`src/rtl/complex_butterfly_dif_iter_3_clk_cycles_pkg.sv`:
```
// Shared definitions for the time-shared DIF butterfly: phase encoding and width helpers.
package complex_butterfly_dif_iter_3_clk_cycles_pkg;

  typedef enum logic [1:0] {
    PH_P0   = 2'd0,
    PH_P1   = 2'd1,
    PH_P2   = 2'd2,
    PH_IDLE = 2'd3
  } phase_t;

  // Full-precision signed product width.
  function automatic int unsigned prod_width(input int unsigned a_w, input int unsigned b_w);
    return a_w + b_w;
  endfunction

endpackage

```
`src/rtl/complex_butterfly_dif_iter_3_clk_cycles_if.sv`:
```
// Operand/result bundle of the DIF butterfly; master drives operands, slave returns results.
interface complex_butterfly_dif_iter_3_clk_cycles_if #(
  parameter int unsigned IWL1 = 16,
  parameter int unsigned IWL2 = 16,
  parameter int unsigned OWL  = 16
);
  logic                   strb_in;
  logic signed [IWL1-1:0] dina_re;
  logic signed [IWL1-1:0] dina_im;
  logic signed [IWL1-1:0] dinb_re;
  logic signed [IWL1-1:0] dinb_im;
  logic signed [IWL2-1:0] tw_re;
  logic signed [IWL2-1:0] tw_im;
  logic signed [OWL-1:0]  dout1_re;
  logic signed [OWL-1:0]  dout1_im;
  logic signed [OWL-1:0]  dout2_re;
  logic signed [OWL-1:0]  dout2_im;
  logic                   strb_out;

  modport master (
    output strb_in, dina_re, dina_im, dinb_re, dinb_im, tw_re, tw_im,
    input  dout1_re, dout1_im, dout2_re, dout2_im, strb_out
  );

  modport slave (
    input  strb_in, dina_re, dina_im, dinb_re, dinb_im, tw_re, tw_im,
    output dout1_re, dout1_im, dout2_re, dout2_im, strb_out
  );
endinterface

```
`src/rtl/complex_butterfly_dif_iter_3_clk_cycles_cplx_round_sat.sv`:
```
// Arithmetic right shift with round-half-up, then saturation to OW bits (combinational).
module complex_butterfly_dif_iter_3_clk_cycles_cplx_round_sat #(
  parameter int unsigned IW    = 17,
  parameter int unsigned SHIFT = 1,
  parameter int unsigned OW    = 16
) (
  input  logic signed [IW-1:0] x,
  output logic signed [OW-1:0] q_c
);
  // One guard bit so adding the rounding half can never wrap.
  localparam int unsigned EW = IW + 1;
  localparam logic signed [EW-1:0] MAXV = EW'((64'(1) << (OW - 1)) - 64'(1));
  localparam logic signed [EW-1:0] MINV = ~MAXV;

  logic signed [EW-1:0] ext;
  logic signed [EW-1:0] rnd;

  assign ext = EW'(x);

  generate
    if (SHIFT == 0) begin : g_no_rnd
      assign rnd = ext;
    end else begin : g_rnd
      localparam logic signed [EW-1:0] HALF = EW'(64'(1) << (SHIFT - 1));
      assign rnd = (ext + HALF) >>> SHIFT;
    end
  endgenerate

  always_comb begin
    q_c = OW'(rnd);
    if (rnd > MAXV)      q_c = OW'(MAXV);
    else if (rnd < MINV) q_c = OW'(MINV);
  end

endmodule

```
`src/rtl/complex_butterfly_dif_iter_3_clk_cycles.sv`:
```
// Radix-2 DIF butterfly: dout1 = A+B, dout2 = (A-B)*W, two multipliers shared over three phases.
module complex_butterfly_dif_iter_3_clk_cycles
  import complex_butterfly_dif_iter_3_clk_cycles_pkg::*;
#(
  parameter int unsigned IWL1           = 16,
  parameter int unsigned IWL2           = 16,
  parameter int unsigned OWL            = 16,
  parameter int unsigned CONSTANT_SHIFT = 1
) (
  input logic clk,
  input logic rst,
  complex_butterfly_dif_iter_3_clk_cycles_if.slave bus
);
  localparam int unsigned DW  = IWL1 + 1;
  localparam int unsigned PW  = prod_width(DW, IWL2);
  localparam int unsigned SW  = PW + 1;
  localparam int unsigned SH2 = IWL2 - 1 + CONSTANT_SHIFT;

  phase_t phase, phase_nxt;
  logic   load_sd, load_p, load_out;

  logic signed [IWL1-1:0] a_re, a_im, b_re, b_im;
  logic signed [IWL2-1:0] w_re, w_im;
  logic signed [DW-1:0]   s_re, s_im, d_re, d_im;
  logic signed [PW-1:0]   p_rr, p_ii;

  logic signed [SW-1:0]   add_l, add_r, sub_l, sub_r, add_o, sub_o;
  logic signed [DW-1:0]   add_im_o, sub_im_o;
  logic signed [DW-1:0]   mx0, mx1;
  logic signed [IWL2-1:0] my0, my1;
  logic signed [PW-1:0]   m0, m1;
  logic signed [OWL-1:0]  q1_re_c, q1_im_c, q2_re_c, q2_im_c;

  // Phase sequencing; a new strobe always restarts at P0.
  always_comb begin
    phase_nxt = phase;
    load_sd   = 1'b0;
    load_p    = 1'b0;
    load_out  = 1'b0;
    case (phase)
      PH_P0:   begin phase_nxt = PH_P1;   load_sd  = 1'b1; end
      PH_P1:   begin phase_nxt = PH_P2;   load_p   = 1'b1; end
      PH_P2:   begin phase_nxt = PH_IDLE; load_out = 1'b1; end
      default: phase_nxt = PH_IDLE;
    endcase
    if (bus.strb_in) phase_nxt = PH_P0;
  end

  // Real add/sub pair serves A+-B in P0 and the product combine in P2.
  always_comb begin
    add_l = SW'(a_re);
    add_r = SW'(b_re);
    sub_l = SW'(a_re);
    sub_r = SW'(b_re);
    mx0   = d_re;
    my0   = w_re;
    mx1   = d_im;
    my1   = w_im;
    if (phase == PH_P2) begin
      add_l = SW'(m0);
      add_r = SW'(m1);
      sub_l = SW'(p_rr);
      sub_r = SW'(p_ii);
      my0   = w_im;
      my1   = w_re;
    end
  end

  assign add_o    = add_l + add_r;
  assign sub_o    = sub_l - sub_r;
  assign add_im_o = DW'(a_im) + DW'(b_im);
  assign sub_im_o = DW'(a_im) - DW'(b_im);
  assign m0       = PW'(mx0) * PW'(my0);
  assign m1       = PW'(mx1) * PW'(my1);

  complex_butterfly_dif_iter_3_clk_cycles_cplx_round_sat #(.IW(DW), .SHIFT(CONSTANT_SHIFT), .OW(OWL))
    u_rs1_re (.x(s_re), .q_c(q1_re_c));
  complex_butterfly_dif_iter_3_clk_cycles_cplx_round_sat #(.IW(DW), .SHIFT(CONSTANT_SHIFT), .OW(OWL))
    u_rs1_im (.x(s_im), .q_c(q1_im_c));
  complex_butterfly_dif_iter_3_clk_cycles_cplx_round_sat #(.IW(SW), .SHIFT(SH2), .OW(OWL))
    u_rs2_re (.x(sub_o), .q_c(q2_re_c));
  complex_butterfly_dif_iter_3_clk_cycles_cplx_round_sat #(.IW(SW), .SHIFT(SH2), .OW(OWL))
    u_rs2_im (.x(add_o), .q_c(q2_im_c));

  always_ff @(posedge clk) begin
    if (rst) begin
      phase        <= PH_IDLE;
      a_re         <= '0;
      a_im         <= '0;
      b_re         <= '0;
      b_im         <= '0;
      w_re         <= '0;
      w_im         <= '0;
      s_re         <= '0;
      s_im         <= '0;
      d_re         <= '0;
      d_im         <= '0;
      p_rr         <= '0;
      p_ii         <= '0;
      bus.dout1_re <= '0;
      bus.dout1_im <= '0;
      bus.dout2_re <= '0;
      bus.dout2_im <= '0;
      bus.strb_out <= 1'b0;
    end else begin
      phase <= phase_nxt;
      if (bus.strb_in) begin
        a_re <= bus.dina_re;
        a_im <= bus.dina_im;
        b_re <= bus.dinb_re;
        b_im <= bus.dinb_im;
        w_re <= bus.tw_re;
        w_im <= bus.tw_im;
      end
      if (load_sd) begin
        s_re <= DW'(add_o);
        s_im <= add_im_o;
        d_re <= DW'(sub_o);
        d_im <= sub_im_o;
      end
      if (load_p) begin
        p_rr <= m0;
        p_ii <= m1;
      end
      // Results commit at the end of P2 even if a new strobe arrives on that edge.
      if (load_out) begin
        bus.dout1_re <= q1_re_c;
        bus.dout1_im <= q1_im_c;
        bus.dout2_re <= q2_re_c;
        bus.dout2_im <= q2_im_c;
      end
      bus.strb_out <= load_out;
    end
  end

endmodule

```
`src/flat_wrapper.sv`:
```
// flat-port wrapper written by rule: the top's interface ports become plain ports
module complex_butterfly_dif_iter_3_clk_cycles_flat import complex_butterfly_dif_iter_3_clk_cycles_pkg::*;
#(
  parameter int unsigned IWL1           = 16,
  parameter int unsigned IWL2           = 16,
  parameter int unsigned OWL            = 16,
  parameter int unsigned CONSTANT_SHIFT = 1
)
  (clk, rst, bus_strb_in, bus_dina_re, bus_dina_im, bus_dinb_re, bus_dinb_im, bus_tw_re, bus_tw_im, bus_dout1_re, bus_dout1_im, bus_dout2_re, bus_dout2_im, bus_strb_out);
  complex_butterfly_dif_iter_3_clk_cycles_if #(.IWL1(IWL1), .IWL2(IWL2), .OWL(OWL)) bus_i ();
  input logic clk;
  input logic rst;
  input wire logic [$bits(bus_i.strb_in)-1:0] bus_strb_in;
  input wire logic [$bits(bus_i.dina_re)-1:0] bus_dina_re;
  input wire logic [$bits(bus_i.dina_im)-1:0] bus_dina_im;
  input wire logic [$bits(bus_i.dinb_re)-1:0] bus_dinb_re;
  input wire logic [$bits(bus_i.dinb_im)-1:0] bus_dinb_im;
  input wire logic [$bits(bus_i.tw_re)-1:0] bus_tw_re;
  input wire logic [$bits(bus_i.tw_im)-1:0] bus_tw_im;
  output wire logic [$bits(bus_i.dout1_re)-1:0] bus_dout1_re;
  output wire logic [$bits(bus_i.dout1_im)-1:0] bus_dout1_im;
  output wire logic [$bits(bus_i.dout2_re)-1:0] bus_dout2_re;
  output wire logic [$bits(bus_i.dout2_im)-1:0] bus_dout2_im;
  output wire logic [$bits(bus_i.strb_out)-1:0] bus_strb_out;
  assign bus_i.strb_in = bus_strb_in;
  assign bus_i.dina_re = bus_dina_re;
  assign bus_i.dina_im = bus_dina_im;
  assign bus_i.dinb_re = bus_dinb_re;
  assign bus_i.dinb_im = bus_dinb_im;
  assign bus_i.tw_re = bus_tw_re;
  assign bus_i.tw_im = bus_tw_im;
  assign bus_dout1_re = bus_i.dout1_re;
  assign bus_dout1_im = bus_i.dout1_im;
  assign bus_dout2_re = bus_i.dout2_re;
  assign bus_dout2_im = bus_i.dout2_im;
  assign bus_strb_out = bus_i.strb_out;
  complex_butterfly_dif_iter_3_clk_cycles #(.IWL1(IWL1), .IWL2(IWL2), .OWL(OWL), .CONSTANT_SHIFT(CONSTANT_SHIFT)) u_core (.clk(clk), .rst(rst), .bus(bus_i));
endmodule
```
`config.mk`:
```
export PLATFORM = sky130hd
export DESIGN_NAME = complex_butterfly_dif_iter_3_clk_cycles_flat
export DESIGN_NICKNAME = d
export VERILOG_FILES = /design/src/rtl/complex_butterfly_dif_iter_3_clk_cycles_pkg.sv /design/src/rtl/complex_butterfly_dif_iter_3_clk_cycles_if.sv /design/src/rtl/complex_butterfly_dif_iter_3_clk_cycles_cplx_round_sat.sv /design/src/rtl/complex_butterfly_dif_iter_3_clk_cycles.sv /design/src/flat_wrapper.sv
export SDC_FILE = /design/constraint.sdc
export NUM_CORES = 2
export LEC_CHECK = 0
export CAP_MARGIN = 20
export CORE_ASPECT_RATIO = 0.5
export CORE_MARGIN = 4
export CORE_UTILIZATION = 40
export DETAILED_ROUTE_END_ITERATION = 10
export GPL_ROUTABILITY_DRIVEN = 0
export PLACE_DENSITY_LB_ADDON = 0.08
export SLEW_MARGIN = 15
export SYNTH_ARGS = -nofsm -noshare
export SYNTH_HDL_FRONTEND = slang
export SYNTH_SLANG_ARGS = --single-unit
```
`constraint.sdc`:
```
create_clock -name clk -period 12.36 [get_ports clk]
set_clock_uncertainty 0.05 [all_clocks]
set_input_delay 3.708 -clock clk [delete_from_list [all_inputs] [get_ports clk]]
set_output_delay 3.708 -clock clk [all_outputs]
set_load 0.02 [all_outputs]
```
==> metrics.csv <==
metric;value;unit
outcome;finished, final reports clean;
hold_sp;u_core.bus.dout2_re[15]$_SDFFE_PP0N_;
vias in the first global route;33230;
worst relative slew slack;27.54;%
Post-CTS Setup Bufs;0;
yosys warns;0;
area grow syn2layout;10.36;%
leakage;20.12;nW
largest area contributor in the netlist;fa_1;
Synth top area share;28.49;%
Initial Util;40.65;%
min cycle time layout;11.27;ns
Clock Latency Late Sink;0.56;ns
Sink Count;296;
PD cells;88.60;nW/µm²
HPWL Detailed;96.35;mm
final hold vios;0;
Combinational Power Share;41.9;%
Worst Tran Pin Value;1.084;ns
Crit. End Element;flip-flop;
layout cells sized above 1;4.050;%
delay of the slowest cell on the worst path;0.85;ns
initial DRC count;2074;
register area share after synthesis;15.17;%
top cells by count, synth;inv_1, nand2_1, fa_1, nor2_1, dfxtp_1;
first-pass GRT wire length;195.9;mm
Die Wd;450.0;µm
multiplexer share of the synthesized area;2.998;%
Critical-path top delay cell;o311ai_0;
1st-pass router iterations;5;
Tcrit/Tclk final;91.21;%
CP arrival;11.66;ns
Hold Crit Depth;2;
WL final;123.1;mm
setup total negative slack;0;ns
CTS Root Cell;clkbuf_16;
# nets final;5689;
via count;31960;
Worst Setup SP;u_core.phase[0]$_SDFF_PP1_;
async set-reset flop share out of synthesis;0;%
fillers;9656;
largest net degree at the start of global routing;88;
worst r2r src;u_core.phase[0]$_SDFF_PP1_;
Design Area, Final;43110;µm²
CORE AREA;96090;µm²
Req. time, crit path;12.75;ns
CTS tree;done;
most used standard cell by instance count after synthesis;inv_1;
WL met3;5.873;mm
worst hold path class;reg2reg;
kind of critical path;reg2reg;
pre-CTS WS;1.239;ns
DRC violations left;0;
WL/cell;20.31;µm
ANT cells;0;
top post-synthesis cells by area;fa_1, dfxtp_1, ha_1;
Post-Syn Instances;4723;
Crit path top cell by count;fa_1;
EDFF count, synth;0;
post-route setup slack;1.086;ns
FF+latch count, synth;296;
sw power;1.550;mW
vias per cell;5.273;
clock share of power;29.2;%
Seq pwr share;28.9;%
met1 WL;58.81;mm
Placed Cells incl. Taps;5998;
Max Transition Viols Final;0;
Die Ht;229.0;µm
Sw Share;40.58;%
TritonCTS Buffers;35;
Total Power;3.820;mW
largest family of logic cells by synthesized area;adder cells;
cell area after synthesis;39060;µm²
row cnt;80;
syn_area_per_cell;8.271;µm²
Cell variety after synth;95;
Max clock buf depth;3;
Setup-failing EPs final;0;
global route overflow;0;
Total GRT Usage;24.06;%
reg-to-reg slack, setup;1.09;ns
Post-CTS Hold Buffers;0;
Worst Setup Start Kind;flip-flop;
post-route ant nets;0;
initial antenna violation count;4;
peak supply drop;0.07741;mV
Hold WS;0.4000;ns
Crit Path Max Fanout;37;
Fmax achieved;88.70;MHz
r2r worst-path depth;34;
final core occ;44.87;%
internal power;2.270;mW
Hold EP;u_core.bus.dout2_re[15]$_SDFFE_PP0N_;
Most used DFF post-synth;dfxtp_1;
Net Count, Synth;5648;
Ports;164;
Simple-Gate Fraction of Synth Area;18.73;%
CTS resizes;0;
Die ar.;103000;µm²
number of port buffers;163;
placed cell area;41910;µm²
non-filler cells, final;6061;
clock slew at reported path FFs;0.06;ns
reg2reg end;u_core.bus.dout2_im[0]$_SDFFE_PP0N_;
met2 WL post-DR;56.10;mm
Adder-Cell Fraction of Synth Area;37.14;%
xor-xnor portion of the synthesized cell area;4.148;%
highest metal used;met5;
max_cap viols;0;
H-tree levels;2;
RSZ-0062 raised after global routing;false;
Compound-Gate Fraction of Synth Area;12.55;%
[kinds of logic (layout without fill, tap and decap cells)]
family                     count (synthesis)  in the layout
and+or+nand+nor                         1564           1564
buffers and inverters                    956           1023
adders and majority gates                826            826
AOI/OAI and AO/OA                        780            780
DFF                                      296            296
xor gates and xnor gates                 185            185
muxes                                    116            116
[sequential cells by signal, indices dropped and copies added (netlist names), 17 cells and up]
register,flops
u_core.p_ii,33
u_core.p_rr,33
u_core.d_im,17
u_core.d_re,17
u_core.s_re,17
[layout by cell type (no fill, tap or decap), drive strengths merged, types with 43 or more instances in the layout]
cell,count
and2,156
fa,556
inv,744
clkbuf,46
buf,56
ha,270
a21o,43
xnor2,118
nor2,323
nand3,66
xor2,67
o21ai,204
clkdlybuf4s50,161
a21oi,292
mux2i,111
dfxtp,296
nor2b,143
nand2,663
[area by class of cell]
class	count	area, µm²	area share (%)
sequential	296	5926	13.74
clock buffer	45	984.7	2.284
tap	1271	1590	3.689
clock inverter	18	221.5	0.5137
multi-input combinational	3471	29560	68.55
inverter	742	2785	6.460
timing repair buffer	218	2049	4.754
[critical path, delay by kind of cell, from the launching register on]
kind | cells | cell delay, ns
fa+ha+maj | 8 | 3.77
simple gates | 9 | 2.56
compound gates | 11 | 3.25
flops | 1 | 0.54
buf+inv | 5 | 0.61
xor+xnor | 1 | 0.35
[how the worst max path moves through the flow]
stage / to / slack (ns) / cells past startpoint
5_1_grt: u_core.bus.dout2_im[10]$_SDFFE_PP0N_ / 0.44 / 39
2_1_floorplan: u_core.bus.dout2_im[10]$_SDFFE_PP0N_ / 2.30 / 41
3_3_place_gp: u_core.bus.dout2_im[12]$_SDFFE_PP0N_ / 1.28 / 38
4_1_cts: u_core.bus.dout2_im[0]$_SDFFE_PP0N_ / 1.18 / 34
3_5_place_dp: u_core.bus.dout2_im[0]$_SDFFE_PP0N_ / 1.24 / 34
6_report: u_core.bus.dout2_im[0]$_SDFFE_PP0N_ / 1.09 / 34
[power groups by stage]
| stage | clock network (mW) | registers [mW] | logic, mW |
|---|---|---|---|
| 6_report | 1.12 | 1.10 | 1.60 |
| 2_1_floorplan | 0 | 1.11 | 1.04 |
| 5_1_grt | 1.18 | 1.11 | 1.77 |
| 4_1_cts | 1.15 | 1.10 | 1.60 |
| 3_3_place_gp | 0 | 1.12 | 1.57 |
| 3_5_place_dp | 0 | 1.12 | 1.58 |
[layer usage]
metal | track usage, % | vias to the layer above
li1 | - | 15070
met1 | 34.88 | 16000
met2 | 39.48 | 774
met3 | 2.081 | 122
met4 | 4.695 | 2
met5 | 0 | -
No activity file was read; power rests on OpenSTA's default activity.
